### src/rtl/ir_nec_rx.sv
// NEC IR remote receiver: synchronises IRDA_RXD, times mark/space widths on a 1 us
// timebase and decodes data, stop and repeat frames with key-held tracking.
module ir_nec_rx #(
    parameter int CLK_HZ      = 50000000,
    parameter int FRAME_BITS  = 32,
    parameter int TOL_PCT     = 25,
    parameter int CHECK_INV   = 1,
    parameter int REPEAT_EN   = 1,
    parameter int HOLD_MS     = 120,
    parameter int SYNC_STAGES = 2,
    // Divides every nominal duration and the ms unit; 1 gives true NEC timing.
    parameter int TIME_DIV    = 1
) (
    input  logic                  CLOCK_50,
    input  logic                  reset,
    input  logic                  IRDA_RXD,
    output logic [FRAME_BITS-1:0] data,
    output logic                  data_valid,
    output logic                  repeat_pulse,
    output logic                  err,
    output logic [1:0]            err_code,
    output logic                  busy,
    output logic                  held
);

    localparam int US_DIV = CLK_HZ / 1000000;
    localparam int PRE_W  = (US_DIV > 1) ? $clog2(US_DIV) : 1;
    localparam int IDX_W  = $clog2(FRAME_BITS);

    localparam int N_LEAD = 9000 / TIME_DIV;
    localparam int N_DSP  = 4500 / TIME_DIV;
    localparam int N_RSP  = 2250 / TIME_DIV;
    localparam int N_MARK = 560 / TIME_DIV;
    localparam int N_ZERO = 560 / TIME_DIV;
    localparam int N_ONE  = 1690 / TIME_DIV;

    localparam logic [15:0] LEAD_LO = 16'(N_LEAD * (100 - TOL_PCT) / 100);
    localparam logic [15:0] LEAD_HI = 16'(N_LEAD * (100 + TOL_PCT) / 100);
    localparam logic [15:0] DSP_LO  = 16'(N_DSP * (100 - TOL_PCT) / 100);
    localparam logic [15:0] DSP_HI  = 16'(N_DSP * (100 + TOL_PCT) / 100);
    localparam logic [15:0] RSP_LO  = 16'(N_RSP * (100 - TOL_PCT) / 100);
    localparam logic [15:0] RSP_HI  = 16'(N_RSP * (100 + TOL_PCT) / 100);
    localparam logic [15:0] MARK_LO = 16'(N_MARK * (100 - TOL_PCT) / 100);
    localparam logic [15:0] MARK_HI = 16'(N_MARK * (100 + TOL_PCT) / 100);
    localparam logic [15:0] ZERO_LO = 16'(N_ZERO * (100 - TOL_PCT) / 100);
    localparam logic [15:0] ZERO_HI = 16'(N_ZERO * (100 + TOL_PCT) / 100);
    localparam logic [15:0] ONE_LO  = 16'(N_ONE * (100 - TOL_PCT) / 100);
    localparam logic [15:0] ONE_HI  = 16'(N_ONE * (100 + TOL_PCT) / 100);
    localparam logic [15:0] LSP_MAX = (REPEAT_EN != 0 && RSP_HI > DSP_HI) ? RSP_HI : DSP_HI;

    localparam logic [15:0] MS_LAST   = 16'(1000 / TIME_DIV - 1);
    localparam logic [15:0] HOLD_LAST = 16'(HOLD_MS - 1);

    typedef enum logic [2:0] {
        IDLE, LEAD_MARK, LEAD_SPACE, BIT_MARK, BIT_SPACE, STOP_MARK, REP_MARK
    } state_t;

    state_t                  state_reg, state_next;
    logic [SYNC_STAGES-1:0]  sync_reg;
    logic                    line_reg;
    logic [PRE_W-1:0]        pre_reg;
    logic [15:0]             us_reg;
    logic [15:0]             ms_reg;
    logic [15:0]             hold_reg;
    logic                    held_reg;
    logic [FRAME_BITS-1:0]   shift_reg, shift_next;
    logic [IDX_W-1:0]        idx_reg, idx_next;
    logic [FRAME_BITS-1:0]   data_reg, data_next;
    logic                    dv_reg, dv_next;
    logic                    rp_reg, rp_next;
    logic                    err_reg, err_next;
    logic [1:0]              code_reg, code_next;
    logic                    hold_restart;
    logic                    timing_err;
    logic [15:0]             max_hi;

    logic rise, fall, edge_det, us_tick, ms_tick, inv_ok;
    logic win_lead, win_dsp, win_rsp, win_mark, win_zero, win_one;

    function automatic logic in_win(input logic [15:0] w, input logic [15:0] lo,
                                    input logic [15:0] hi);
        return (w >= lo) && (w <= hi);
    endfunction

    always_ff @(posedge CLOCK_50) begin
        if (reset) begin
            sync_reg <= '1;
            line_reg <= 1'b1;
        end else begin
            sync_reg <= {sync_reg[SYNC_STAGES-2:0], IRDA_RXD};
            line_reg <= sync_reg[SYNC_STAGES-1];
        end
    end

    assign rise     = sync_reg[SYNC_STAGES-1] & ~line_reg;
    assign fall     = ~sync_reg[SYNC_STAGES-1] & line_reg;
    assign edge_det = rise | fall;

    assign us_tick = (pre_reg == PRE_W'(US_DIV - 1));
    assign ms_tick = us_tick && (ms_reg == MS_LAST);

    always_ff @(posedge CLOCK_50) begin
        if (reset) begin
            pre_reg <= '0;
            us_reg  <= '0;
        end else begin
            pre_reg <= us_tick ? '0 : pre_reg + 1'b1;
            if (edge_det)
                us_reg <= '0;
            else if (us_tick && us_reg != 16'hFFFF)
                us_reg <= us_reg + 16'd1;
        end
    end

    assign win_lead = in_win(us_reg, LEAD_LO, LEAD_HI);
    assign win_dsp  = in_win(us_reg, DSP_LO, DSP_HI);
    assign win_rsp  = in_win(us_reg, RSP_LO, RSP_HI);
    assign win_mark = in_win(us_reg, MARK_LO, MARK_HI);
    assign win_zero = in_win(us_reg, ZERO_LO, ZERO_HI);
    assign win_one  = in_win(us_reg, ONE_LO, ONE_HI);

    generate
        if (FRAME_BITS == 32 && CHECK_INV != 0) begin : g_inv
            assign inv_ok = (shift_reg[31:24] == ~shift_reg[23:16]);
        end else begin : g_no_inv
            assign inv_ok = 1'b1;
        end
    endgenerate

    always_comb begin
        max_hi = 16'hFFFF;
        case (state_reg)
            LEAD_MARK:  max_hi = LEAD_HI;
            LEAD_SPACE: max_hi = LSP_MAX;
            BIT_SPACE:  max_hi = ONE_HI;
            BIT_MARK, STOP_MARK, REP_MARK: max_hi = MARK_HI;
            default:    max_hi = 16'hFFFF;
        endcase
    end

    always_comb begin
        state_next   = state_reg;
        shift_next   = shift_reg;
        idx_next     = idx_reg;
        data_next    = data_reg;
        dv_next      = 1'b0;
        rp_next      = 1'b0;
        err_next     = 1'b0;
        code_next    = code_reg;
        hold_restart = 1'b0;
        timing_err   = 1'b0;
        case (state_reg)
            IDLE: if (fall) state_next = LEAD_MARK;
            LEAD_MARK: if (edge_det) begin
                if (rise && win_lead) state_next = LEAD_SPACE;
                else timing_err = 1'b1;
            end
            LEAD_SPACE: if (edge_det) begin
                if (fall && win_dsp) begin
                    state_next = BIT_MARK;
                    idx_next   = '0;
                end else if (fall && REPEAT_EN != 0 && win_rsp) begin
                    state_next = REP_MARK;
                end else begin
                    timing_err = 1'b1;
                end
            end
            BIT_MARK: if (edge_det) begin
                if (rise && win_mark) state_next = BIT_SPACE;
                else timing_err = 1'b1;
            end
            BIT_SPACE: if (edge_det) begin
                if (fall && (win_zero || win_one)) begin
                    // Right shift: the first bit received ends up in bit 0.
                    shift_next = {~win_zero, shift_reg[FRAME_BITS-1:1]};
                    if (idx_reg == IDX_W'(FRAME_BITS - 1)) begin
                        state_next = STOP_MARK;
                    end else begin
                        state_next = BIT_MARK;
                        idx_next   = idx_reg + 1'b1;
                    end
                end else begin
                    timing_err = 1'b1;
                end
            end
            STOP_MARK: if (edge_det) begin
                if (rise && win_mark) begin
                    state_next = IDLE;
                    if (inv_ok) begin
                        data_next    = shift_reg;
                        dv_next      = 1'b1;
                        hold_restart = 1'b1;
                    end else begin
                        err_next  = 1'b1;
                        code_next = 2'd2;
                    end
                end else begin
                    timing_err = 1'b1;
                end
            end
            REP_MARK: if (edge_det) begin
                if (rise && win_mark) begin
                    state_next = IDLE;
                    if (held_reg) begin
                        rp_next      = 1'b1;
                        hold_restart = 1'b1;
                    end else begin
                        err_next  = 1'b1;
                        code_next = 2'd3;
                    end
                end else begin
                    timing_err = 1'b1;
                end
            end
            default: state_next = IDLE;
        endcase
        if (state_reg != IDLE && !edge_det && us_reg > max_hi)
            timing_err = 1'b1;
        if (timing_err) begin
            state_next = IDLE;
            err_next   = 1'b1;
            code_next  = 2'd1;
        end
    end

    always_ff @(posedge CLOCK_50) begin
        if (reset) begin
            state_reg <= IDLE;
            shift_reg <= '0;
            idx_reg   <= '0;
            data_reg  <= '0;
            dv_reg    <= 1'b0;
            rp_reg    <= 1'b0;
            err_reg   <= 1'b0;
            code_reg  <= 2'd0;
        end else begin
            state_reg <= state_next;
            shift_reg <= shift_next;
            idx_reg   <= idx_next;
            data_reg  <= data_next;
            dv_reg    <= dv_next;
            rp_reg    <= rp_next;
            err_reg   <= err_next;
            code_reg  <= code_next;
        end
    end

    // A restart in the expiry cycle takes priority, so held never drops then.
    always_ff @(posedge CLOCK_50) begin
        if (reset) begin
            held_reg <= 1'b0;
            hold_reg <= '0;
            ms_reg   <= '0;
        end else if (hold_restart) begin
            held_reg <= 1'b1;
            hold_reg <= '0;
            ms_reg   <= '0;
        end else if (held_reg) begin
            if (us_tick)
                ms_reg <= ms_tick ? 16'd0 : ms_reg + 16'd1;
            if (ms_tick) begin
                if (hold_reg == HOLD_LAST) begin
                    held_reg <= 1'b0;
                    hold_reg <= '0;
                end else begin
                    hold_reg <= hold_reg + 16'd1;
                end
            end
        end
    end

    assign data         = data_reg;
    assign data_valid   = dv_reg;
    assign repeat_pulse = rp_reg;
    assign err          = err_reg;
    assign err_code     = code_reg;
    assign busy         = (state_reg != IDLE);
    assign held         = held_reg;

endmodule

### config.mk
export PLATFORM = sky130hd
export DESIGN_NAME = ir_nec_rx
export DESIGN_NICKNAME = d
export VERILOG_FILES = /design/src/rtl/ir_nec_rx.sv
export SDC_FILE = /design/constraint.sdc
export NUM_CORES = 1
export LEC_CHECK = 0
export CORE_MARGIN = 2
export CORE_UTILIZATION = 40
export DETAILED_ROUTE_END_ITERATION = 7
export GPL_TIMING_DRIVEN = 0
export PLACE_DENSITY_LB_ADDON = 0.12
export SLEW_MARGIN = 0
export SYNTH_ARGS = -nofsm -noshare
export SYNTH_HDL_FRONTEND = slang
export SYNTH_SLANG_ARGS = --single-unit
### constraint.sdc
create_clock -name CLOCK_50 -period 3.4 [get_ports CLOCK_50]
set_clock_uncertainty 0.2 [all_clocks]
set_input_delay 0.34 -clock CLOCK_50 [delete_from_list [all_inputs] [get_ports CLOCK_50]]
set_output_delay 0.34 -clock CLOCK_50 [all_outputs]
set_load 0.005 [all_outputs]
# --- After elaboration in Yosys (flattened, before gate mapping) ---
# Cells that the tools add are included.
totals:
  regBits: 135
  input_bits: 3
  out_inout_bits: 39
op_classes:
  bitwise: 9
  reduce_logical: 37
  addsub: 5
  n_lt_le_gt_ge: 11
  eq_ne: 37
  mux: 61
op_table:
  columns: ["op", "count"]
  rows:
  - ["16-bit case mux with 4 select lines", 1]
  - ["16-bit by 1-bit adder with 16-bit output, second input constant", 3]
  - ["3-bit 2-to-1 mux", 13]
  - ["16-bit by 11-bit >= comparator with 1-bit output, second input constant", 2]
  - ["16-bit by 12-bit <= comparator with 1-bit output, second input constant", 2]
  - ["16-bit 2-to-1 mux", 2]
  - ["2-bit != test, second input constant", 16]
  - ["1-bit 2-to-1 mux", 28]
  - ["5-bit 2-to-1 mux", 5]
  - ["3-bit != test, second input constant", 7]
  - ["3-bit case mux with 6 select lines", 1]
  - ["16-bit by 10-bit == test with 1-bit output, second input constant", 1]
  - ["16-bit by 7-bit == test with 1-bit output, second input constant", 1]
  - ["16-bit by 12-bit >= comparator with 1-bit output, second input constant", 1]
  - ["16-bit by 13-bit >= comparator with 1-bit output, second input constant", 1]
  - ["16-bit by 9-bit >= comparator with 1-bit output, second input constant", 1]
  - ["16-bit greater-than comparator", 1]
  - ["16-bit by 10-bit <= comparator with 1-bit output, second input constant", 1]
  - ["16-bit by 13-bit <= comparator with 1-bit output, second input constant", 1]
  - ["16-bit by 14-bit <= comparator with 1-bit output, second input constant", 1]
  - ["16-bit != test, second input constant", 1]
  - ["1-bit logical AND", 14]
  - ["7-bit AND reduction", 2]
  - ["2-bit OR reduction", 7]
  - ["other kinds (29)", 47]

# --- Longest topological paths before layout ---
# Gate-level depths: netlist of run 1.
logic_depth:
  depth_word: 10
  ltp_mapped: 15

# --- Worst setup path before layout of run 1 ---
# Ideal clock, no wire load.
synth_timing:
  kind: "register -> register"
  startpoint: "reg state_reg[2]"
  endpoint: "reg state_reg[1]"
  period_less_slack_ps: 3070
  arrival_time_ps: 2779
  stages_incl_launch_ff: 16
  setup_time_ps: 91
  setup_slack_ps: 330
  t_required_ps: 3109
  path_cell_list: "dfxtp_1 buf_1 or2_1 nor2_1 inv_1 nand2_1 inv_1 nand2_1 inv_1 ha_1 nand3_1 a211o_1 o311ai_0 a21oi_1 a221o_1 a311oi_1"
synth_rtl:
  columns: ["element", "line_no", "source"]
  rows:
  - ["start: declaration", "58", "state_t state_reg, state_next;"]
  - ["start signal: assignment", "237", "state_reg <= state_next;"]
  - ["3-bit nonzero test", null, null]
  - ["via busy", "22", "output logic busy,"]
  - ["1-bit logical AND (2 in a row)", "217", "if (state_reg != IDLE && !edge_det && us_reg > max_hi)"]
  - ["1-bit 2-to-1 mux", "217", null]
  - ["2-bit OR reduction (no line)", null, null]
# The timed path passes the listed nets, and every way through them passes these cells.
# A chain may end at the register's enable or synchronous reset.

# --- Final worst setup path of run 1 ---
layout_timing:
  startpoint: "reg state_reg[2]"
  endpoint: "reg state_reg[0]"
layout_between:
  elab_chain_len: 7
layout_lines:
  columns: ["element", "line_no", "source"]
  rows:
  - ["3-bit == test or 3-bit by 2-bit == test with 1-bit output (tied branches)", "132, 152", null]
  - ["3-bit OR reduction (no line)", null, null]
  - ["16-bit case mux with 4 select lines", "132", "case (state_reg)"]
  - ["16-bit greater-than comparator", "217", null]
  - ["1-bit logical AND", "217", null]
  - ["1-bit 2-to-1 mux", "217", null]
  - ["2-bit OR reduction (no line)", null, null]
# Several ways; a longest one is shown, not always the timed one.

==> summary.md, run 1 <==
| Metric | Value |
|---|---|
| Status | complete, no violations |
| Inserted Diodes | 0 |
| Simple-Gate Fraction of Synth Area | 25.5% |
| Clock Tree Buf Depth | 2 |
| Distinct cell type count after synthesis | 64 |
| Largest net degree at the start of global routing | 17 |
| Register area share after synthesis | 40.8% |
| Slew @ Worst Pin | between 0.7 and 0.8 ns |
| First-pass DRT Iterations | 5 |
| Synth Area in XOR/XNOR | 7.67% |
| Synth Area in Compound Gates | 12.2% |
| IO Port Bufs | 40 |
| Final period util | 95.6% |
| Die Span Y | 133 um |
| RR Endpoint | state_reg[0]$_SDFFE_PP0P_ |
| Slew HR | 51.3% |
| Worst setup path category | reg2reg |
| Detailed Place HPWL | 11.9 mm |
| Worst VDD drop | 0.326 mV |
| Share of layout cells above drive strength 1 | around 7.6% |
| Final non-filler cell total | 1,091 |
| Drc violations | 0 |
| Antenna-violating nets left | 0 |
| Post-Place Cells | 1,060 |
| Final nets | between 800 and 900 |
| Worst path top cell family by delay | compound AO/OA/AOI/OAI gates |
| R2r startpoint | state_reg[2]$_SDFFE_PP0P_ |
| CTS H-tree lvls | 4 |
| Worst setup startpoint | state_reg[2]$_SDFFE_PP0P_ |
| Final wirelength | 16.6 mm |
| Post-place setup slack | -0.263 ns |
| Chip width | ~130 um |
| Critical Path RT | 3.53 ns |
| Crit-path cells | buf_4, or2_1, nor2_2, inv_2, nand2_4, inv_2, nand2_2, inv_1, ha_1, nand4_1, a211o_1, o311ai_2, a21oi_2, a221o_1, nor4b_2 |
| GRT Total Usage | between 10% and 20% |
| Area Growth Syn to Fin | 21.0% |
| Root buf cell | clkbuf_16 |
| CTS buffer count | 17 |
| Clk_lat worst skew | ~0.42 ns |
| CTS sink cnt | 135 |
| Critical path fanouts, max | 10 |
| Final Util | 48.8% |
| Final min period | 3.25 ns |
| Core footprint | 16,400 um2 |
| Busiest grt layer | met2 |
| Post-synthesis mux area share | 5.16% |
| Slew Limit Fails | 0 |
| Routed len/inst | 15.2 um |
| Yosys warns | 0 |
| Final-report setup violation count | 0 |
| M3 GR Usage | 4.60% |
| Worst Hold Depth | 1 |
| Total die area | between 15,000 and 20,000 um2 |
| Met1 Usage GRT | 24.5% |
| Worst setup EP type | register |
| Met2 Use GR | around 32% |
| Crit-path slowest cell | a221o_1 |
| R2r setup slk | 0.15 ns |
| HP Class | reg2reg |
| CP max stage delay | 0.35 ns |
| Final hold violations | 0 |
| Syn_nets | 829 |
| Max Cap Viol | 0 |
| Mean Syn Cell Area | 8.28 um2 |
| Hold Path Sink | sync_reg[1]$_SDFF_PP1_ |
| EDFF count, synth | 0 |
| First-pass GRT wire length | roughly 28 mm |
| Top FF cell, synth | dfxtp_1 |
| Final global-route overflow total | 0 |
| Vias in the first global route | 5,570 |
| Synth Register Bits | 135 |
| RD Place Congestion | 0.914 |
| Post-Synthesis Cell Area | 6620 um2 |
| Via count | 5,817 |
| CP arrival | between 3 and 4 ns |
| Leak pwr | 0.00314 uW |
| Startpoint types | register |
| PnR worst setup slack | 0.151 ns |
| Site Rows | 47 |
| DR iter-0 viols | 288 |
| Min-Delay Startpoint | sync_reg[0]$_SDFF_PP1_ |
| Most used cell, CP | inv_2 |
| Synth async-reset ratio | 0% |
| Adder-Cell Fraction of Synth Area | under 10% |
| Via-to-Cell Ratio | 5.33 |
| Clock transition at path regs | 0.06 ns |
| Initial antenna violation count | 0 |
| Crit path buf inv count | 4 |
| CTS tree | built |
| Fmax | 308 MHz |
| Initial core utilization | 40.4% |
| Pwr per Cell Area | 453 nW/um2 |
| Post-Synthesis Cells | 800 |
| Worst reg-to-reg path cell count | 15 |
| Largest family of logic cells by synthesized area | simple AND/OR/NAND/NOR gates |
| I/O pin cnt | 42 |
| Power Total | about 3600 uW |
## logic make-up (layout without fill, tap and decap cells)
kind of cell	after synthesis	after routing
flip-flops	135	135
adder cells (fa/ha/maj)	26	26
buffers and inverters	66	137
AO/OA/AOI/OAI	122	122
multiplexers	34	34
XOR/XNOR	58	58
AND/OR/NAND/NOR	359	359
## placed cells by master, fill, tap and decap left out, drive strengths merged, types with 4 or more instances in the layout
cell type      instances
clkbuf                57
nand2                106
mux2i                 33
nand4                 18
nor4b                  5
or3                    5
dfxtp                135
buf                    9
nor4                  12
nor2b                 10
inv                   24
a21oi                 51
xor2                  19
and3                  14
clkdlybuf4s50         40
ha                    26
and2                   5
nand3                 28
a211oi                 9
nor2                 121
o21ai                 15
xnor2                 39
nor3                  11
o21a                   4
or2                    5
and4                   7
o211ai                 4
a31oi                  5
## per-stage QoR
| stage | instance area (um2) | TNS (ns) | hold slack (ns) |
|---|---|---|---|
| floorplan | 6620 | 0 | 0.189 |
| global placement | 7300 | -0.653 | 0.193 |
| detailed placement | 7300 | -0.946 | 0.196 |
| CTS | 7950 | 0 | 0.210 |
| global route | 8010 | -0.0102 | 0.225 |
| finish | 8010 | 0 | 0.207 |
## cell type report
class	instances	area, um2
Buffer	43	176
Tap cell	220	275
Clock inverter	9	139
Inverter	22	82.6
Sequential cell	135	2700
Clock buffer	21	480
Multi-Input combinational cell	599	3740
Timing Repair Buffer	42	415
Fill cell	1575	8400
## timing repair
action,CTS,global route
setup buffers,0,2
endpoints found under the setup margin,16,40
gates resized for setup,9,19
hold buffers,0,0
pin swaps,1,6
## cells in the mapped netlist (all sizes together), types with 9 or more instances
master / n / area [um2]
nand2: 106 / 398
nand4: 18 / 113
xnor2: 39 / 342
o21ai: 15 / 78.8
a21oi: 51 / 255
nor4: 12 / 75.1
nor2: 121 / 454
inv: 22 / 82.6
dfxtp: 135 / 2700
clkbuf: 37 / 139
ha: 26 / 325
xor2: 19 / 166
a211oi: 9 / 72.6
nor2b: 10 / 62.6
nand3: 28 / 140
nor3: 11 / 55.1
and3: 14 / 87.6
mux2i: 33 / 330
## how the worst max path moves through the flow
stage                                      endpoint  slack, ns  cells past startpoint
after floorplan           state_reg[1]$_SDFFE_PP0P_       0.33                     15
after global placement    state_reg[1]$_SDFFE_PP0P_      -0.17                     15
after detailed placement  state_reg[0]$_SDFFE_PP0P_      -0.26                     15
after CTS                 state_reg[1]$_SDFFE_PP0P_      0.008                     15
after global routing      state_reg[0]$_SDFFE_PP0P_      -0.01                     15
final                     state_reg[0]$_SDFFE_PP0P_       0.15                     15
## power breakdown
part | total, uW | internal (uW) | switching, uW
Combinational | 94.9 | 30.5 | 64.5
Sequential | 1590 | 1590 | 4.41
Clock | 1940 | 1230 | 709
## layer usage
metal | vias up | part of all wire (%)
met5 | - | 0
met4 | 0 | 1.9
met3 | 33 | 4.3
met2 | 148 | 48
met1 | 2734 | 46
li1 | 2902 | -
No activity file was read; power rests on OpenSTA's default activity.
==> run 2, diff against run 1 <==
PLACE_DENSITY = 0.61   (was not set)
PLACE_DENSITY_LB_ADDON = not set   (was 0.12)
==> run 2 against run 1 <==
Non-clock buffer count unchanged. Final cell count up 0.18%. Global-route usage down 1.2 points. Core utilization unchanged. Via count down 2.6%. Largest cell class unchanged.
==> summary.md, run 2 (synthesis results as in run 1) <==
| Metric | Value |
|---|---|
| I/O pin cnt | 42 (unchanged) |
| Post-Place Cells | 1,060 (unchanged) |
| Largest net degree at the start of global routing | 17 (unchanged) |
| Inserted Diodes | 0 (unchanged) |
| Slew HR | 49.7% (was 51.3%) |
| Worst setup path category | reg2reg (unchanged) |
| Status | complete, no violations (unchanged) |
| Antenna-violating nets left | 0 (unchanged) |
| Share of layout cells above drive strength 1 | 7.22% (was 7.58%) |
| CP Depth | 15 (unchanged) |
| Via count | 5,664 (was 5,817) |
| R2r setup slk | 0.16 ns (was 0.15 ns) |
| RD Place Congestion | 0.909 (was 0.914) |
| # hold bufs at CTS | 0 (unchanged) |
| Final global-route overflow total | 0 (unchanged) |
| GRT Total Usage | 18.2% (was 19.4%) |
| Final nets | 889 (unchanged) |
| Final min period | 3.24 ns (was 3.25 ns) |
| Slew Limit Fails | 0 (unchanged) |
| Critical path fanouts, max | 10 (unchanged) |
| CP max stage delay | 0.34 ns (was 0.35 ns) |
| Site Rows | 47 (unchanged) |
| Clock Tree Buf Depth | 2 (unchanged) |
| IO Port Bufs | 40 (unchanged) |
| HP Class | reg2reg (unchanged) |
| Vias in the first global route | 5,295 (was 5,570) |
| Slew @ Worst Pin | 0.754 ns (was 0.731 ns) |
| CP arrival | 3.36 ns (was 3.38 ns) |
| Worst setup EP type | register (unchanged) |
| Critical Path RT | 3.52 ns (was 3.53 ns) |
| Final-report setup violation count | 0 (unchanged) |
| Power Total | 3700 uW (was 3630 uW) |
| Final hold violations | 0 (unchanged) |
| First-pass GRT wire length | 26.0 mm (was 27.8 mm) |
| CTS tree | built (unchanged) |
| Crit path to | state_reg[0]$_SDFFE_PP0P_ (unchanged) |
| Via-to-Cell Ratio | 5.18 (was 5.33) |
| Clk_lat worst skew | 0.43 ns (was 0.42 ns) |
| Initial antenna violation count | 0 (unchanged) |
| Core footprint | 16,400 um2 (unchanged) |
| Routed len/inst | 14.3 um (was 15.2 um) |
| Final instance area | 8010 um2 (unchanged) |
| Cell Area, Placed | 7300 um2 (unchanged) |
| Most common cell after layout, fill and taps aside | dfxtp_1 (unchanged) |
| Detailed Place HPWL | 11.0 mm (was 11.9 mm) |
| Chip width | 133 um (unchanged) |
| Initial core utilization | 40.4% (unchanged) |
| Final Util | 48.8% (unchanged) |
| Worst VDD drop | 0.368 mV (was 0.326 mV) |
| Worst setup startpoint | state_reg[2]$_SDFFE_PP0P_ (unchanged) |
| CTS H-tree lvls | 4 (unchanged) |
| Drc violations | 0 (unchanged) |
| Fmax | 309 MHz (was 308 MHz) |
| Crit-path cells | buf_6, or2_1, nor2_2, inv_2, nand2_2, inv_1, nand2_2, inv_1, ha_1, nand4_1, a211o_1, o311ai_1, a21oi_1, a221o_1, nor4b_2 (was buf_4, or2_1, nor2_2, inv_2, nand2_4, inv_2, nand2_2, inv_1, ha_1, nand4_1, a211o_1, o311ai_2, a21oi_2, a221o_1, nor4b_2) |
| Root buf cell | clkbuf_16 (unchanged) |
| Clock transition at path regs | 0.06 ns (about the same) |
| Crit path buf inv count | 4 (unchanged) |
| First-pass DRT Iterations | 4 (was 5) |
| Pwr per Cell Area | 462 nW/um2 (was 453 nW/um2) |
| Hold Slack | 0.207 ns (about the same) |
| Area Growth Syn to Fin | 21.0% (unchanged) |
| Worst reg-to-reg path cell count | 15 (unchanged) |
| Worst path top cell family by delay | compound AO/OA/AOI/OAI gates (unchanged) |
| Max Cap Viol | 0 (unchanged) |
| Leak pwr | 0.00314 uW (about the same) |
| Startpoint types | register (unchanged) |
| Crit-path slowest cell | dfxtp_2 (was a221o_1) |
| Final wirelength | 15.6 mm (was 16.6 mm) |
| Commonest non-fill, non-tap cells in the layout | dfxtp_1, nor2_1, nand2_1 (unchanged) |
| CTS sink cnt | 135 (unchanged) |
| Final period util | 95.2% (was 95.6%) |
| R2r startpoint | state_reg[2]$_SDFFE_PP0P_ (unchanged) |
| DR iter-0 viols | 299 (was 288) |
| CTS buffer count | 17 (unchanged) |
| Total die area | 17,600 um2 (unchanged) |
| RR Endpoint | state_reg[0]$_SDFFE_PP0P_ (unchanged) |
| Die Span Y | 133 um (unchanged) |
| Final non-filler cell total | 1,093 (was 1,091) |
[run 2: cell count changes in the layout (fill, tap and decap cells not counted), sizes merged]
| cell | before | now |
|---|---|---|
| clkbuf | 57 | 54 |
| clkinvlp | 3 | 1 |
| bufinv | 3 | 4 |
| inv | 24 | 28 |
| clkinv | 1 | 3 |
[run 2: timing repair]
| item | 4_1_cts | 5_1_grt |
|---|---|---|
| buffers inserted | 0 | 2 |
| endpoints found under the setup margin | 16 | 6 |
| cloned | 0 | 0 |
| pin swaps | 0 | 5 |
| resized for setup | 6 | 17 |
[run 2: worst min-delay path by stage]
stage	cells past startpoint	slack [ns]	endpoint	from
after global routing	1	0.23	sync_reg[1]$_SDFF_PP1_	sync_reg[0]$_SDFF_PP1_
final	1	0.21	sync_reg[1]$_SDFF_PP1_	sync_reg[0]$_SDFF_PP1_
after detailed placement	1	0.19	sync_reg[1]$_SDFF_PP1_	sync_reg[0]$_SDFF_PP1_
after global placement	1	0.19	sync_reg[1]$_SDFF_PP1_	sync_reg[0]$_SDFF_PP1_
after floorplan	1	0.19	sync_reg[1]$_SDFF_PP1_	sync_reg[0]$_SDFF_PP1_
after CTS	1	0.21	sync_reg[1]$_SDFF_PP1_	sync_reg[0]$_SDFF_PP1_
[run 2: power by group]
group,internal [uW],leakage [uW],switching (uW)
Clock,1270,0.000316,749
Combinational,31.3,0.00174,63.1
Sequential,1590,0.00109,4.39
Total,2890,0.00314,817
[run 2: metrics by stage]
stage / TNS (ns) / setup WS [ns]
final: 0 / 0.164
after global routing: -0.00846 / -0.00846
after CTS: 0 / 0.0279
after detailed placement: -0.871 / -0.233
after global placement: -1.20 / -0.232
after floorplan: 0 / 0.330
[run 2: layout make-up]
class / count / area [um2]
Fill cell: 1585 / 8400
Multi-Input combinational cell: 599 / 3700
Sequential cell: 135 / 2700
Clock buffer: 18 / 439
Timing Repair Buffer: 42 / 415
Tap cell: 220 / 275
Clock inverter: 14 / 211
Buffer: 43 / 180
Inverter: 22 / 82.6
[run 2: routing by layer]
metal	up-vias	track usage, %	part of all wire, %
li1	2904	-	-
met1	2628	24.8	48
met2	116	28.2	45
met3	16	5.10	5.6
met4	0	5.20	1.0
met5	-	0	0
[run 2: worst register-to-register path, delay by kind of cell, from the launching register on]
family | cells | cell delay, ns
flip-flops | 1 | 0.34
buffers and inverters | 4 | 0.35
AND/OR/NAND/NOR | 6 | 0.97
adder cells (fa/ha/maj) | 1 | 0.29
AO/OA/AOI/OAI | 4 | 0.99
